### src/rtl/mux_pkg.sv
// Shared constants for the operand-select pipeline stage: select modes,
// skid-buffer state encoding and an elaboration-time log2 helper.
package mux_pkg;

    localparam int SEL_BIN    = 0;
    localparam int SEL_ONEHOT = 1;

    typedef enum logic [1:0] {
        ST_EMPTY = 2'd0,
        ST_ONE   = 2'd1,
        ST_FULL  = 2'd2
    } skid_state_e;

    // Smallest r with (1 << r) >= v; used to size the binary select.
    function automatic int clog2(input int v);
        int r;
        r = 0;
        for (int i = 0; i < 31; i++) begin
            if ((1 << i) < v) begin
                r = i + 1;
            end
        end
        return r;
    endfunction

endpackage

### src/rtl/skid_buf.sv
// Purpose: 2-entry valid/ready register slice (output register + skid register).
// Latency: 1 cycle from accept to out_vld.
// Backpressure: in_rdy is a flop, low only when both entries are full.
module skid_buf
    import mux_pkg::*;
#(
    parameter int W = 33
) (
    input  logic         clk,
    input  logic         clr,
    input  logic         flush,
    input  logic [W-1:0] in_dat,
    input  logic         in_vld,
    output logic         in_rdy,
    output logic [W-1:0] out_dat,
    output logic         out_vld,
    input  logic         out_rdy
);

    skid_state_e  state_q, state_d;
    logic [W-1:0] out_q, out_d;
    logic [W-1:0] skid_q, skid_d;
    logic         in_rdy_q, in_rdy_d;
    logic         acc;
    logic         mv;

    assign out_vld = (state_q != ST_EMPTY);
    assign out_dat = out_q;
    assign in_rdy  = in_rdy_q;
    assign acc     = in_vld & in_rdy_q;
    assign mv      = out_vld & out_rdy;

    always_comb begin
        state_d = state_q;
        out_d   = out_q;
        skid_d  = skid_q;
        case (state_q)
            ST_EMPTY: begin
                if (acc) begin
                    state_d = ST_ONE;
                    out_d   = in_dat;
                end
            end
            ST_ONE: begin
                if (acc && mv) begin
                    out_d = in_dat;
                end else if (acc) begin
                    state_d = ST_FULL;
                    skid_d  = in_dat;
                end else if (mv) begin
                    state_d = ST_EMPTY;
                end
            end
            ST_FULL: begin
                if (mv) begin
                    state_d = ST_ONE;
                    out_d   = skid_q;
                end
            end
            default: begin
                state_d = ST_EMPTY;
            end
        endcase
        // Kill drops every buffered entry and the beat offered this cycle.
        if (flush) begin
            state_d = ST_EMPTY;
        end
        in_rdy_d = (state_d != ST_FULL);
    end

    always_ff @(posedge clk or posedge clr) begin
        if (clr) begin
            state_q  <= ST_EMPTY;
            out_q    <= '0;
            skid_q   <= '0;
            in_rdy_q <= 1'b1;
        end else begin
            state_q  <= state_d;
            out_q    <= out_d;
            skid_q   <= skid_d;
            in_rdy_q <= in_rdy_d;
        end
    end

endmodule

### src/rtl/mux_pipe_skid.sv
// Purpose: N-way W-bit operand select (binary or one-hot) feeding a 2-entry skid slice.
// Latency: 1 cycle.  Backpressure: registered in_ready, full throughput, sticky sel_err.
module mux_pipe_skid
    import mux_pkg::*;
#(
    parameter  int W      = 32,
    parameter  int N      = 4,
    parameter  int ONEHOT = SEL_BIN,
    localparam int SW     = (ONEHOT == SEL_ONEHOT) ? N : clog2(N)
) (
    input  logic           clk,
    input  logic           clr,
    input  logic           flush,
    input  logic [N*W-1:0] in_data,
    input  logic [SW-1:0]  sel,
    input  logic           in_valid,
    output logic           in_ready,
    output logic [W-1:0]   out_data,
    output logic           out_valid,
    input  logic           out_ready,
    output logic           sel_err
);

    logic [N-1:0] hit;
    logic [W-1:0] mux_dat;
    logic         sel_bad;
    logic         accept;
    logic [W:0]   buf_out;
    logic         sel_err_q, sel_err_d;

    // One comparator per input; an illegal code matches none of them.
    for (genvar gi = 0; gi < N; gi++) begin : g_hit
        localparam logic [SW-1:0] CODE = (ONEHOT == SEL_ONEHOT) ? (SW'(1) << gi) : SW'(gi);
        assign hit[gi] = (sel == CODE);
    end

    always_comb begin
        mux_dat = '0;
        for (int i = 0; i < N; i++) begin
            if (hit[i]) begin
                mux_dat = mux_dat | in_data[i*W +: W];
            end
        end
        sel_bad = ~|hit;
    end

    skid_buf #(
        .W (W + 1)
    ) u_skid (
        .clk     (clk),
        .clr     (clr),
        .flush   (flush),
        .in_dat  ({sel_bad, mux_dat}),
        .in_vld  (in_valid),
        .in_rdy  (in_ready),
        .out_dat (buf_out),
        .out_vld (out_valid),
        .out_rdy (out_ready)
    );

    assign out_data = buf_out[W-1:0];
    assign accept   = in_valid & in_ready & ~flush;

    // Flag sets on the accepting edge; the carried bit keeps it coherent with the output beat.
    always_comb begin
        sel_err_d = sel_err_q | (accept & sel_bad) | (out_valid & buf_out[W]);
    end

    always_ff @(posedge clk or posedge clr) begin
        if (clr) begin
            sel_err_q <= 1'b0;
        end else begin
            sel_err_q <= sel_err_d;
        end
    end

    assign sel_err = sel_err_q;

endmodule

### config.mk
export PLATFORM = sky130hd
export DESIGN_NAME = mux_pipe_skid
export DESIGN_NICKNAME = d
export VERILOG_FILES = /design/src/rtl/mux_pkg.sv /design/src/rtl/skid_buf.sv /design/src/rtl/mux_pipe_skid.sv
export SDC_FILE = /design/constraint.sdc
export NUM_CORES = 1
export LEC_CHECK = 0
export BUFFER_PORTS_ARGS = -buffer_cell sky130_fd_sc_hd__clkbuf_2
export CORE_MARGIN = 2
export CORE_UTILIZATION = 43
export DETAILED_ROUTE_END_ITERATION = 16
export HOLD_SLACK_MARGIN = 0.12
export PLACE_DENSITY = 0.82
export SKIP_CTS_REPAIR_TIMING = 1
export SYNTH_ARGS = -nofsm -noshare
export SYNTH_HDL_FRONTEND = slang
export SYNTH_HIERARCHICAL = 1
export SYNTH_SLANG_ARGS = --single-unit
### constraint.sdc
create_clock -name clk -period 2.3 [get_ports clk]
set_input_delay 0.46 -clock clk [delete_from_list [all_inputs] [get_ports clk]]
set_output_delay 0.46 -clock clk [all_outputs]
set_load 0.005 [all_outputs]
# == Word level (Yosys, flattened, before mapping) ==
# Index checks and enable logic that the tools add are counted.
# word_totals
ff_bits,70
in_bits,135
out_inout_bits,35
elab_cells,50
# classes
bitwise_logic,12
n_reduce_logical,9
mux,15
eq_ne,9
# ops
op,n
two-way mux 32 bit,4
two-way mux 33 bit,3
one-hot mux 33 bit (3 select lines),1
OR 32 bit,3
two-way mux 2 bit,6
equality test 2 bit (second input constant),3
inequality test 2 x 1 -> 1 bit (second input constant),3
one-hot mux 2 bit (3 select lines),1
AND 1 bit,5
equality test 2 x 1 -> 1 bit (second input constant),2
zero test 2 bit,2
AND reduction 4 bit,1
OR reduction 4 bit,1
AND reduction 3 bit,1
nonzero test 3 bit,1
inequality test 2 bit (second input constant),1
NOT 1 bit,2
OR 1 bit,2
nonzero test 2 bit,1
logical AND 1 bit,1
zero test 1 bit,1

# == Depth between registers and ports, before layout ==
# Gate-level depths: netlist of the first run.
# depth
depth_word,10
ltp_mapped,5
ltp_nobuf,3

# == Modules after synthesis ==
# Netlist of the first run, hierarchy kept.
# modules_own_cells
module,instances,cells_each,area_per_inst_um2,seq_area_each_um2
skid_buf,1,200,2899.0,1727.9
mux_pipe_skid,1,44,858.3,25.0

# == Worst setup path before layout of the first run ==
# Ideal clock, no wire load.
# synth_timing
path_kind,input port to flip-flop
startpoint,in sel[0]
endpoint,"reg u_skid.out_q[10], in the netlist u_skid/out_dat[10]"
cell_stages,5
arrival_ns,1.655
setup_slack_ns,0.526
path_buffers,2
t_required_ns,2.181
setup_time_ns,0.119
path_cell_list,buf_6 -> buf_12 -> mux4_2 -> o32a_1 -> o21a_1
# synth_between
elab_chain_len,10
elab_cells_between_ends,14
cone_classes,3 x eq/ne; 7 x mux; 3 x bitwise; 1 x reduce/logical
# synth_rtl
element,line_no,rtl
start: declaration,mux_pipe_skid.sv:15,"input logic [SW-1:0] sel,"
zero test 2 bit,mux_pipe_skid.sv:34,assign hit[gi] = (sel == CODE);
two-way mux 32 bit,mux_pipe_skid.sv:40,if (hit[i]) begin
OR 32 bit,mux_pipe_skid.sv:41,mux_dat = mux_dat | in_data[i*W +: W];
two-way mux 32 bit,mux_pipe_skid.sv:40,
OR 32 bit,mux_pipe_skid.sv:41,
two-way mux 32 bit,mux_pipe_skid.sv:40,
OR 32 bit,mux_pipe_skid.sv:41,
two-way mux 32 bit (*),mux_pipe_skid.sv:40,
via mux_dat[10],mux_pipe_skid.sv:25,logic [W-1:0] mux_dat;
"two-way mux 33 bit, on equally long branches","skid_buf.sv:45, skid_buf.sv:39",
one-hot mux 33 bit (3 select lines) (*),skid_buf.sv:37,case (state_q)
end signal: assignment,skid_buf.sv:79,out_q <= out_d;
end: declaration,skid_buf.sv:21,"logic [W-1:0] out_q, out_d;"
# The timed path passes the listed nets; every way through them passes the cells marked *. The select of a mux whose other input is x is not followed.
# A chain may end at the register's enable or synchronous reset.

# == Worst setup path in the final report of the first run ==
# layout_timing
startpoint,"reg u_skid.in_rdy_q, in the netlist u_skid/in_rdy"
endpoint,"reg u_skid.out_q[18], in the netlist u_skid/out_dat[18]"
# layout_between
elab_chain_len,4
elab_cells_between_ends,5
cone_classes,2 x eq/ne; 1 x bitwise; 2 x reduce/logical
# layout_rtl
element,line_no,rtl
start: declaration,skid_buf.sv:23,"logic in_rdy_q, in_rdy_d;"
start signal: assignment,skid_buf.sv:81,in_rdy_q <= in_rdy_d;
AND 1 bit (*),skid_buf.sv:30,assign acc = in_vld & in_rdy_q;
logical AND 1 bit,skid_buf.sv:45,if (acc && mv) begin
inequality test 2 x 1 -> 1 bit (no line),-,
AND reduction 4 bit (no line) (*),-,
# Mark *: on every way between the ends. The rest lies on a longest branch, timed or not.

==> results.txt, run 1 <==
----------------------------------------------------
[Status]
  Result of the run ... finished, final reports clean

[Critical path]
  FF-to-FF setup slack ... a little over 300 ps
  Kind of critical path ... flop to flop
  Endpoint required time on the critical path ... approximately 2600 ps
  Length in cells of the worst reg-to-reg path ... 3
  Arrival time of data at the critical path endpoint ... around 2300 ps
  Kind of capture point of the worst setup path ... flop
  Source of the worst register-to-register timing path ... u_skid/in_rdy$_DFF_PP1_
  Crit Path Max Fanout ... 33
  Startpoint of the most critical setup path ... u_skid/in_rdy$_DFF_PP1_
  Crit Reg-Reg Endpoint ... u_skid/out_dat[18]$_DFFE_PP0P_
  Setup crit start kind ... flop
  Timing endpoint of the critical path ... u_skid/out_dat[18]$_DFFE_PP0P_

[Placement]
  Placed inst area ... roughly 4700 µm²
  DP Wirelength ... approximately 7300 µm
  IO Port Bufs ... roughly 170
  Global placement routability congestion ... roughly 0.73

[Timing]
  Worst slew slack as a fraction of its limit ... 33.9%
  Final Skew ... ~7.5 ps
  Upper clock frequency limit ... between 500 and 600 MHz
  Slew at the pin with the worst max-slew slack ... approximately 1000 ps
  Setup TNS after final layout ... 0 ps
  Portion of the clock cycle consumed by the worst path in the final layout ... between 80% and 90%
  Post-route worst hold slack ... 319 ps
  Setup-violating endpoint count in the final report ... 0
  RSZ-0062 raised after global routing ... false
  Final worst path period need ... between 1500 and 2000 ps
  Slew Viols, Final ... 0
  Hold Fails Final Rpt ... 0

[Cells and area]
  Filler Cell Count ... 760
  Fraction of layout instances using a drive strength above 1 ... between 60% and 70%
  End-of-flow core utilization ... a little under three fifths
  NumNets Final ... between 500 and 600
  Summed area of non-filler cells in the final layout ... roughly 5000 µm²
  Ant. Diodes ... 0
  Growth of design area from synthesis to finish ... 29.6%

[Yosys]
  Portion of synthesized cell area occupied by the leading cell type ... between 40% and 50%
  Number of different library cells in the post-synthesis netlist ... 27
  Area contributors post-synth ... sky130_fd_sc_hd__dfrtp_1, sky130_fd_sc_hd__mux4_2, sky130_fd_sc_hd__mux2_2, sky130_fd_sc_hd__o32a_1, sky130_fd_sc_hd__o21a_1
  Cell area after technology mapping ... 3760 µm²
  Proportion of synthesized flip-flops having asynchronous set or reset ... 100%
  Yosys warning total ... 6
  Primary FF master, synth ... sky130_fd_sc_hd__dfrtp_1
  Leading area contributor after synthesis ... sky130_fd_sc_hd__dfrtp_1
  Top cells by count, synth ... sky130_fd_sc_hd__dfrtp_1, sky130_fd_sc_hd__mux2_2, sky130_fd_sc_hd__o21a_1, sky130_fd_sc_hd__o32a_1, sky130_fd_sc_hd__mux4_2
  Register bit count reported by yosys ... 70
  Mean instance size in the synthesized netlist ... about 15 µm²
  Instance count of the mapped netlist ... 244
  Share of synthesized area occupied by flip-flops and latches ... between 40 and 50%
  Most numerous cell in the Yosys netlist ... sky130_fd_sc_hd__dfrtp_1
  Number of synthesized flops with an enable pin ... 0

[Die]
  Die Area ... 9500 µm²
  Die Y ... a little under 100 µm
  Starting Density ... between 40% and 50%
  Number of rows in the core area ... 34
  Die Wd ... roughly 97 µm
  IO Count ... 170
  Core area ... roughly 8600 µm²

[Clocking]
  Root buf cell ... sky130_fd_sc_hd__clkbuf_8
  Worst-case clock buffer depth ... 2
  TritonCTS sink count ... 70
  Number of H-tree levels ... 3
  CTS tree ... yes
  CTS clk-pin slew, worst paths ... ~70 ps
  Clock latency at the later pin of the worst-skew pair ... around 330 ps
  Clock buffers created by TritonCTS ... 9

[Power]
  PD cells ... 714 nW/µm²
  Leakage component of the power ... around 2.2 nW
  Maximum vdd ir drop ... slightly above 0.3 mV

[Drt]
  Detail Route Antenna Nets ... 0
  Routed via count divided by cell count ... around 5.7
  # DRC ... 0
  Average routed wire per standard cell ... approximately 19 µm
  Initial DRC count ... 112
  Overall routed net length ... roughly 9800 µm
  Total via count after detailed routing ... about 3000
  Number of iterations in the first detailed-routing pass ... 4

[Global route]
  Wire length of the first global-routing pass ... around 16000 µm
  Number of global-route vias before repair ... roughly 3200
  Remaining global-route overflow ... 0
  Maximum number of pins on one net before global-route repair ... 34
  Number of antenna violations at the first check in global routing ... 0
  Total GRT Usage ... 21.5%

[Run]
  Max cap viols ... 0

[Hold path]
  Worst hold-check path type ... input pin to flop

----------------------------------------------------
-- routing by layer --
| metal | GRT usage, % | routed length [µm] | vias to the layer above |
|---|---|---|---|
| li1 | - | - | 1335 |
| met1 | 27.4 | 3900 | 1532 |
| met2 | 36.0 | 5220 | 114 |
| met3 | 5.32 | 587 | 10 |
| met4 | 7.26 | 119 | 0 |
| met5 | 0 | 0 | - |
-- flip-flops by register name (all words and copies together) (netlist names) --
signal,cells
u_skid/in_rdy,1
sel_err,1
u_skid/state_q,2
u_skid/out_dat,33
u_skid/skid_q,33
-- worst min path at each step --
| stage | from | end | slack, ps | depth (start not counted) |
|---|---|---|---|---|
| CTS | clr | sel_err$_DFF_PP0_ | -60 | 2 |
| floorplan | clr | sel_err$_DFF_PP0_ | 190 | 1 |
| detailed placement | clr | sel_err$_DFF_PP0_ | 300 | 2 |
| global placement | clr | sel_err$_DFF_PP0_ | 300 | 2 |
| finish | flush | u_skid/state_q[0]$_DFF_PP0_ | 320 | 2 |
| global route | flush | u_skid/state_q[0]$_DFF_PP0_ | 300 | 2 |
-- final cells by class --
class,instances,area [µm²],area share [%]
flip-flops and latches,70,1750,36.0
repair buffers,182,958,19.7
inverters,4,15.0,0.308
well taps,108,135,2.78
multi-input cells,147,1830,37.5
clock buffers,16,180,3.70
-- cells by family (layout without fill, tap and decap cells) --
kind of cell,Yosys count,in the layout,synth area share (%)
simple gates,9,9,2.36
other cells,1,2,0.0998
flops,70,70,46.7
compound gates,71,71,16.4
mux,65,65,29.3
buf+inv,28,202,5.23
-- through the flow --
step	instances	worst slack [ps]	power [mW]
2_1_floorplan	245	102	2.24
3_3_place_gp	510	293	2.54
3_5_place_dp	510	232	2.60
4_1_cts	526	284	3.51
5_1_grt	527	184	3.67
6_report	527	309	3.47
-- critical path, stage by stage, from the launching register on --
cell and delay [ps]:
sky130_fd_sc_hd__dfstp_2 580, sky130_fd_sc_hd__nand3b_4 270, sky130_fd_sc_hd__o21ai_4 860, sky130_fd_sc_hd__o21a_1 200
-- where the power goes --
part	internal [mW]	leakage (nW)	switching [mW]
clock	0.483	0.0910	0.420
combinational	0.533	1.31	0.332
sequential	1.53	0.810	0.173
total	2.55	2.21	0.924
-- cells in the final DEF, fill, tap and decap left out, types with 2 or more instances in the layout --
cell	netlist	layout
sky130_fd_sc_hd__clkbuf_8	0	12
sky130_fd_sc_hd__buf_4	0	11
sky130_fd_sc_hd__conb_1	1	2
sky130_fd_sc_hd__o32a_1	33	33
sky130_fd_sc_hd__clkbuf_2	0	169
sky130_fd_sc_hd__mux4_2	30	30
sky130_fd_sc_hd__inv_1	4	3
sky130_fd_sc_hd__dfrtp_1	69	69
sky130_fd_sc_hd__mux2_2	33	33
sky130_fd_sc_hd__mux4_1	2	2
sky130_fd_sc_hd__clkbuf_1	7	4
sky130_fd_sc_hd__o21a_1	33	33
(Power assumes the default switching activity.)
==> run 2: changes to the inputs <==
BUFFER_PORTS_ARGS = default   (was -buffer_cell sky130_fd_sc_hd__clkbuf_2)
CORE_UTILIZATION = 59   (was 43)
CTS_BUF_LIST = sky130_fd_sc_hd__clkbuf_8   (was default)
DONT_BUFFER_PORTS = 1   (was default)
MAX_ROUTING_LAYER = met4   (was default)
PLACE_DENSITY = 0.83   (was 0.82)
==> results.txt, run 2 (synthesized netlist as in run 1, its figures left out) <==
----------------------------------------------------
[Hold path]
  Worst hold-check path type ... input pin to flop (unchanged)
  Worst hold path cell count ... 1 (was 2)

[Cells and area]
  Summed area of non-filler cells in the final layout ... 3960 µm² (was 4870 µm²)
  Cell Count, Final, Fillers Out ... 323 (was 527)
  Filler Cell Count ... 470 (was 760)
  Growth of design area from synthesis to finish ... 5.43% (was 29.6%)
  Register area ... 1750 µm² (unchanged)
  Most used cells in the layout excluding fill and tap cells ... sky130_fd_sc_hd__dfrtp_1, sky130_fd_sc_hd__mux2_2, sky130_fd_sc_hd__o32a_1, sky130_fd_sc_hd__o21a_1, sky130_fd_sc_hd__mux4_2 (was sky130_fd_sc_hd__clkbuf_2, sky130_fd_sc_hd__dfrtp_1, sky130_fd_sc_hd__mux2_2, sky130_fd_sc_hd__o32a_1, sky130_fd_sc_hd__o21a_1)
  Most common cell after layout, fill and taps aside ... sky130_fd_sc_hd__dfrtp_1 (was sky130_fd_sc_hd__clkbuf_2)
  End-of-flow core utilization ... 63.5% (was 56.7%)
  Ant. Diodes ... 0 (unchanged)
  Fraction of layout instances using a drive strength above 1 ... 37.0% (was 62.8%)
  NumNets Final ... 377 (was 549)
  Multi-input logic area ... 1830 µm² (unchanged)

[Critical path]
  Length in cells of the worst reg-to-reg path ... 4 (was 3)
  Crit Path Max Fanout ... 33 (unchanged)
  Kind of critical path ... flop to flop (unchanged)
  Kind of capture point of the worst setup path ... flop (unchanged)
  Setup crit start kind ... flop (unchanged)
  Endpoint required time on the critical path ... 2510 ps (was 2560 ps)
  Arrival time of data at the critical path endpoint ... 2070 ps (was 2250 ps)

[Power]
  PD cells ... 804 nW/µm² (was 714 nW/µm²)
  Combinational share of power ... 18.8% (was 24.9%)
  Leakage component of the power ... 1.51 nW (was 2.21 nW)
  Internal power contribution ... 2.36 mW (was 2.55 mW)
  Maximum vdd ir drop ... 0.455 mV (was 0.307 mV)
  Sw frac ... 26.0% (was 26.6%)
  Clock network fraction of design power ... 26.8% (was 26.0%)
  Design Power ... 3.18 mW (was 3.47 mW)
  Total net switching power ... 828 µW (was 924 µW)
  Part of the total power dissipated in sequential elements ... 54.4% (was 49.1%)

[Run]
  Max cap viols ... 0 (unchanged)

[Timing]
  Setup ws final ... 437 ps (was 309 ps)
  Slew Viols, Final ... 0 (unchanged)
  Final Skew ... 6.75 ps (was 7.50 ps)
  Final worst path period need ... 1860 ps (was 1990 ps)
  RSZ-0062 raised after global routing ... false (unchanged)
  Hold Fails Final Rpt ... 0 (unchanged)
  Upper clock frequency limit ... 537 MHz (was 502 MHz)
  Setup-violating endpoint count in the final report ... 0 (unchanged)
  Portion of the clock cycle consumed by the worst path in the final layout ... 81.0% (was 86.5%)
  Post-route worst hold slack ... 194 ps (was 319 ps)
  Setup TNS after final layout ... 0 ps (unchanged)

[Clocking]
  Number of H-tree levels ... 3 (unchanged)
  Worst-case clock buffer depth ... 2 (unchanged)
  Clock latency at the later pin of the worst-skew pair ... 330 ps (about the same)
  CTS clk-pin slew, worst paths ... 70 ps (about the same)
  CTS tree ... yes (unchanged)
  Clock buffers created by TritonCTS ... 9 (unchanged)
  Root buf cell ... sky130_fd_sc_hd__clkbuf_8 (unchanged)
  TritonCTS sink count ... 70 (unchanged)

[Drt]
  Overall routed net length ... 8040 µm (was 9830 µm)
  Detail Route Antenna Nets ... 0 (unchanged)
  Number of iterations in the first detailed-routing pass ... 4 (unchanged)
  # DRC ... 0 (unchanged)
  Average routed wire per standard cell ... 24.9 µm (was 18.6 µm)
  Initial DRC count ... 102 (was 112)
  Total via count after detailed routing ... 2328 (was 2991)
  Routed via count divided by cell count ... 7.21 (was 5.68)

[Placement]
  Placed inst area ... 3780 µm² (was 4680 µm²)
  Setup WS pre-CTS ... 451 ps (was 232 ps)
  Total placed cells including tap cells ... 307 (was 510)
  Global placement routability congestion ... 0.710 (was 0.732)
  DP Wirelength ... 5620 µm (was 7280 µm)
  IO Port Bufs ... 0 (was 169)

[Global route]
  Total GRT Usage ... 24.9% (was 21.5%)
  Number of antenna violations at the first check in global routing ... 0 (unchanged)
  Number of global-route vias before repair ... 2550 (was 3210)
  Maximum number of pins on one net before global-route repair ... 70 (was 34)
  Remaining global-route overflow ... 0 (unchanged)
  Wire length of the first global-routing pass ... 13200 µm (was 15900 µm)

[Die]
  Starting Density ... 60.2% (was 43.7%)
  Die Area ... 7020 µm² (was 9500 µm²)
  IO Count ... 170 (unchanged)
  Die Wd ... 83.8 µm (was 97.5 µm)
  Die Y ... 83.8 µm (was 97.5 µm)
  Number of rows in the core area ... 29 (was 34)
  Core area ... 6240 µm² (was 8590 µm²)

[Status]
  Result of the run ... finished, final reports clean (unchanged)

----------------------------------------------------
run 2: final timing paths:
check,slack [ps],start,to
worst max-delay path,440,u_skid/in_rdy$_DFF_PP1_,u_skid/skid_q[18]$_DFFE_PP0P_
worst min-delay path,190,flush,u_skid/state_q[0]$_DFF_PP0_
worst max register to register,440,u_skid/in_rdy$_DFF_PP1_,u_skid/skid_q[18]$_DFFE_PP0P_
worst min register to register,500,sel_err$_DFF_PP0_,sel_err$_DFF_PP0_
max in group asynchronous,1300,clr,u_skid/in_rdy$_DFF_PP1_
min in group asynchronous,440,clr,sel_err$_DFF_PP0_
run 2: power by group through the flow:
| stage | clock, mW | combinational [mW] | sequential (mW) |
|---|---|---|---|
| floorplan | 0 | 0.548 | 1.69 |
| global placement | 0 | 0.570 | 1.73 |
| detailed placement | 0 | 0.601 | 1.75 |
| CTS | 0.870 | 0.603 | 1.73 |
| global route | 0.928 | 0.649 | 1.77 |
| finish | 0.852 | 0.599 | 1.73 |
run 2: cell type report:
type / count / area share [%]
Clock buffer: 11 / 3.82
Sequential cell: 70 / 44.3
Inverter: 4 / 0.379
Multi-Input combinational cell: 147 / 46.1
Tap cell: 77 / 2.43
Clock inverter: 4 / 0.411
Timing Repair Buffer: 10 / 2.59
run 2: worst max-delay path, cell delays in order, from the launching register on:
cell and delay [ps]:
sky130_fd_sc_hd__dfstp_2 600, sky130_fd_sc_hd__nand3b_4 240, sky130_fd_sc_hd__nor3b_4 280, sky130_fd_sc_hd__buf_12 250
sky130_fd_sc_hd__mux2_2 370
run 2: metal layers:
layer	up-vias	global-route usage (%)	part of all wire, %
li1	986	-	-
met1	1219	33.4	41
met2	109	37.8	50
met3	14	5.54	6.5
met4	0	9.38	1.9
met5	-	-	0
==> run 3: changes to the inputs <==
PLACE_DENSITY = 0.8   (was 0.83)
clock period = 1.8 ns   (was 2.3 ns; I/O delays follow)
==> results.txt, run 3 (synthesized netlist as in run 1, its figures left out) <==
----------------------------------------------------
[Power]
  Clock network fraction of design power ... 34.2% (was 26.8%)
  PD cells ... 1120 nW/µm² (was 804 nW/µm²)
  Leakage component of the power ... 1.53 nW (was 1.51 nW)
  Part of the total power dissipated in sequential elements ... 48.8% (was 54.4%)
  Total net switching power ... 1.12 mW (was 828 µW)
  Internal power contribution ... 3.41 mW (was 2.36 mW)
  Maximum vdd ir drop ... 0.817 mV (was 0.455 mV)
  Sw frac ... 24.6% (was 26.0%)
  Combinational share of power ... 17.0% (was 18.8%)

[Cells and area]
  Ant. Diodes ... 0 (unchanged)
  End-of-flow core utilization ... 65.0% (was 63.5%)
  Fraction of layout instances using a drive strength above 1 ... 38.1% (was 37.0%)
  Most used cells in the layout excluding fill and tap cells ... sky130_fd_sc_hd__dfrtp_1, sky130_fd_sc_hd__mux2_2, sky130_fd_sc_hd__o32a_1, sky130_fd_sc_hd__o21a_1, sky130_fd_sc_hd__mux4_2 (unchanged)
  Most common cell after layout, fill and taps aside ... sky130_fd_sc_hd__dfrtp_1 (unchanged)
  Growth of design area from synthesis to finish ... 7.93% (was 5.43%)
  NumNets Final ... 377 (unchanged)

[Placement]
  Global placement routability congestion ... 0.723 (was 0.710)
  DP Wirelength ... 5530 µm (was 5620 µm)
  IO Port Bufs ... 0 (unchanged)

[Hold path]
  Startpoint of the lowest-slack hold path ... out_ready (was flush)
  Worst hold path cell count ... 1 (unchanged)
  Hold EP ... u_skid/in_rdy$_DFF_PP1_ (was u_skid/state_q[0]$_DFF_PP0_)
  Worst hold-check path type ... input pin to flop (unchanged)

[Timing]
  Upper clock frequency limit ... 574 MHz (was 537 MHz)
  Final Skew ... 5.84 ps (was 6.75 ps)
  Worst slew slack as a fraction of its limit ... between 60% and 70%
  Final worst path period need ... 1740 ps (was 1860 ps)
  Hold Fails Final Rpt ... 0 (unchanged)
  Slew Viols, Final ... 0 (unchanged)
  Setup-violating endpoint count in the final report ... 0 (unchanged)
  Setup TNS after final layout ... 0 ps (unchanged)
  Portion of the clock cycle consumed by the worst path in the final layout ... 96.8% (was 81.0%)
  Slew at the pin with the worst max-slew slack ... 574 ps
  RSZ-0062 raised after global routing ... false (unchanged)

[Clocking]
  CTS tree ... yes (unchanged)
  TritonCTS sink count ... 70 (unchanged)
  Clock latency at the later pin of the worst-skew pair ... 330 ps (about the same)
  Number of H-tree levels ... 3 (unchanged)
  Root buf cell ... sky130_fd_sc_hd__clkbuf_8 (unchanged)
  Worst-case clock buffer depth ... 2 (unchanged)
  CTS clk-pin slew, worst paths ... 70 ps (about the same)
  Clock buffers created by TritonCTS ... 9 (unchanged)

[Die]
  Number of rows in the core area ... 29 (unchanged)
  Core area ... 6240 µm² (unchanged)
  Starting Density ... 60.2% (unchanged)
  Die Wd ... 83.8 µm (unchanged)
  Die Y ... 83.8 µm (unchanged)
  Die Area ... 7020 µm² (unchanged)
  IO Count ... 170 (unchanged)

[Drt]
  # DRC ... 0 (unchanged)
  Average routed wire per standard cell ... 25.8 µm (was 24.9 µm)
  Number of iterations in the first detailed-routing pass ... 4 (unchanged)
  Overall routed net length ... 8360 µm (was 8040 µm)
  Total via count after detailed routing ... 2339 (was 2328)
  Initial DRC count ... 85 (was 102)
  Detail Route Antenna Nets ... 0 (unchanged)
  Routed via count divided by cell count ... 7.22 (was 7.21)

[Global route]
  Maximum number of pins on one net before global-route repair ... 70 (unchanged)
  Number of global-route vias before repair ... 2556 (was 2550)
  Number of antenna violations at the first check in global routing ... 0 (unchanged)
  Remaining global-route overflow ... 0 (unchanged)
  Total GRT Usage ... 24.9% (about the same)
  Wire length of the first global-routing pass ... 13100 µm (was 13200 µm)

[Critical path]
  Setup crit start kind ... flop (unchanged)
  Kind of critical path ... flop to flop (unchanged)
  Crit Path Max Fanout ... 33 (unchanged)
  FF-to-FF setup slack ... 60 ps (was 440 ps)
  Endpoint required time on the critical path ... 2010 ps (was 2510 ps)
  Crit Reg-Reg Endpoint ... u_skid/skid_q[11]$_DFFE_PP0P_ (was u_skid/skid_q[18]$_DFFE_PP0P_)
  Kind of capture point of the worst setup path ... flop (unchanged)
  Source of the worst register-to-register timing path ... u_skid/in_rdy$_DFF_PP1_ (unchanged)
  Length in cells of the worst reg-to-reg path ... 4 (unchanged)
  Arrival time of data at the critical path endpoint ... 1950 ps (was 2070 ps)

[Status]
  Result of the run ... finished, final reports clean (unchanged)

[Run]
  Max cap viols ... 0 (unchanged)

----------------------------------------------------
-- run 3: cell count changes in the layout (fill, tap and decap cells not counted), sizes merged --
| cell | before | now |
|---|---|---|
| clkinv | 1 | 3 |
| dlygate4sd3 | 1 | 2 |
| clkbuf | 11 | 10 |
| o21ai | 2 | 3 |
| buf | 9 | 7 |
| bufinv | 0 | 3 |
| clkinvlp | 0 | 1 |
| inv | 7 | 3 |
-- run 3: cell type report --
type | count | area [µm²]
multi-input combinational | 148 | 1840
clock buffer | 10 | 138
timing repair buffer | 9 | 97.6
sequential | 70 | 1750
tap | 77 | 96.3
fill | 466 | 2190
clock inverter | 6 | 109
inverter | 4 | 18.8
-- run 3: worst max path at each step --
stage / from / end / slack [ps] / cells past startpoint
6_report: u_skid/in_rdy$_DFF_PP1_ / u_skid/skid_q[11]$_DFFE_PP0P_ / 60 / 4
5_1_grt: u_skid/in_rdy$_DFF_PP1_ / u_skid/skid_q[1]$_DFFE_PP0P_ / 7 / 4
3_5_place_dp: u_skid/in_rdy$_DFF_PP1_ / u_skid/out_dat[22]$_DFFE_PP0P_ / 70 / 3
3_3_place_gp: u_skid/in_rdy$_DFF_PP1_ / u_skid/out_dat[27]$_DFFE_PP0P_ / 110 / 3
2_1_floorplan: sel[0] / u_skid/out_dat[10]$_DFFE_PP0P_ / 130 / 5
4_1_cts: u_skid/in_rdy$_DFF_PP1_ / u_skid/out_dat[24]$_DFFE_PP0P_ / 40 / 3
-- run 3: power by group through the flow --
stage               combinational, mW  clock, mW  sequential [mW]
floorplan                       0.701          0             2.16
global placement                0.726          0             2.21
detailed placement              0.759          0             2.24
CTS                             0.762       1.57             2.21
global route                    0.832       1.64             2.25
finish                          0.769       1.55             2.21
-- run 3: metal layers --
layer  global-route usage [%]  vias to the layer above  wire length (µm)
li1                         -                      988                 -
met4                     8.21                        0               103
met5                        -                        -                 0
met3                     5.24                        8               530
met2                     38.1                      112              4310
met1                     33.8                     1231              3420
-- run 3: through the flow --
stage	worst slack, ps	instance area (µm²)	total power [mW]	std cells	hold WS (ps)
floorplan	126	3760	2.86	245	88.7
global placement	110	3770	2.94	305	89.8
detailed placement	67.5	3770	3.00	305	90.8
CTS	36.2	4020	4.55	321	-267
global route	7.04	4060	4.73	324	172
finish	58.5	4060	4.53	324	172
-- run 3: worst max-delay path, cell delays in order (launching register included) --
cell and delay, ps:
sky130_fd_sc_hd__dfstp_2 590, sky130_fd_sc_hd__nand3b_4 160, sky130_fd_sc_hd__nor3b_4 250, sky130_fd_sc_hd__buf_12 250, sky130_fd_sc_hd__mux2_2 370
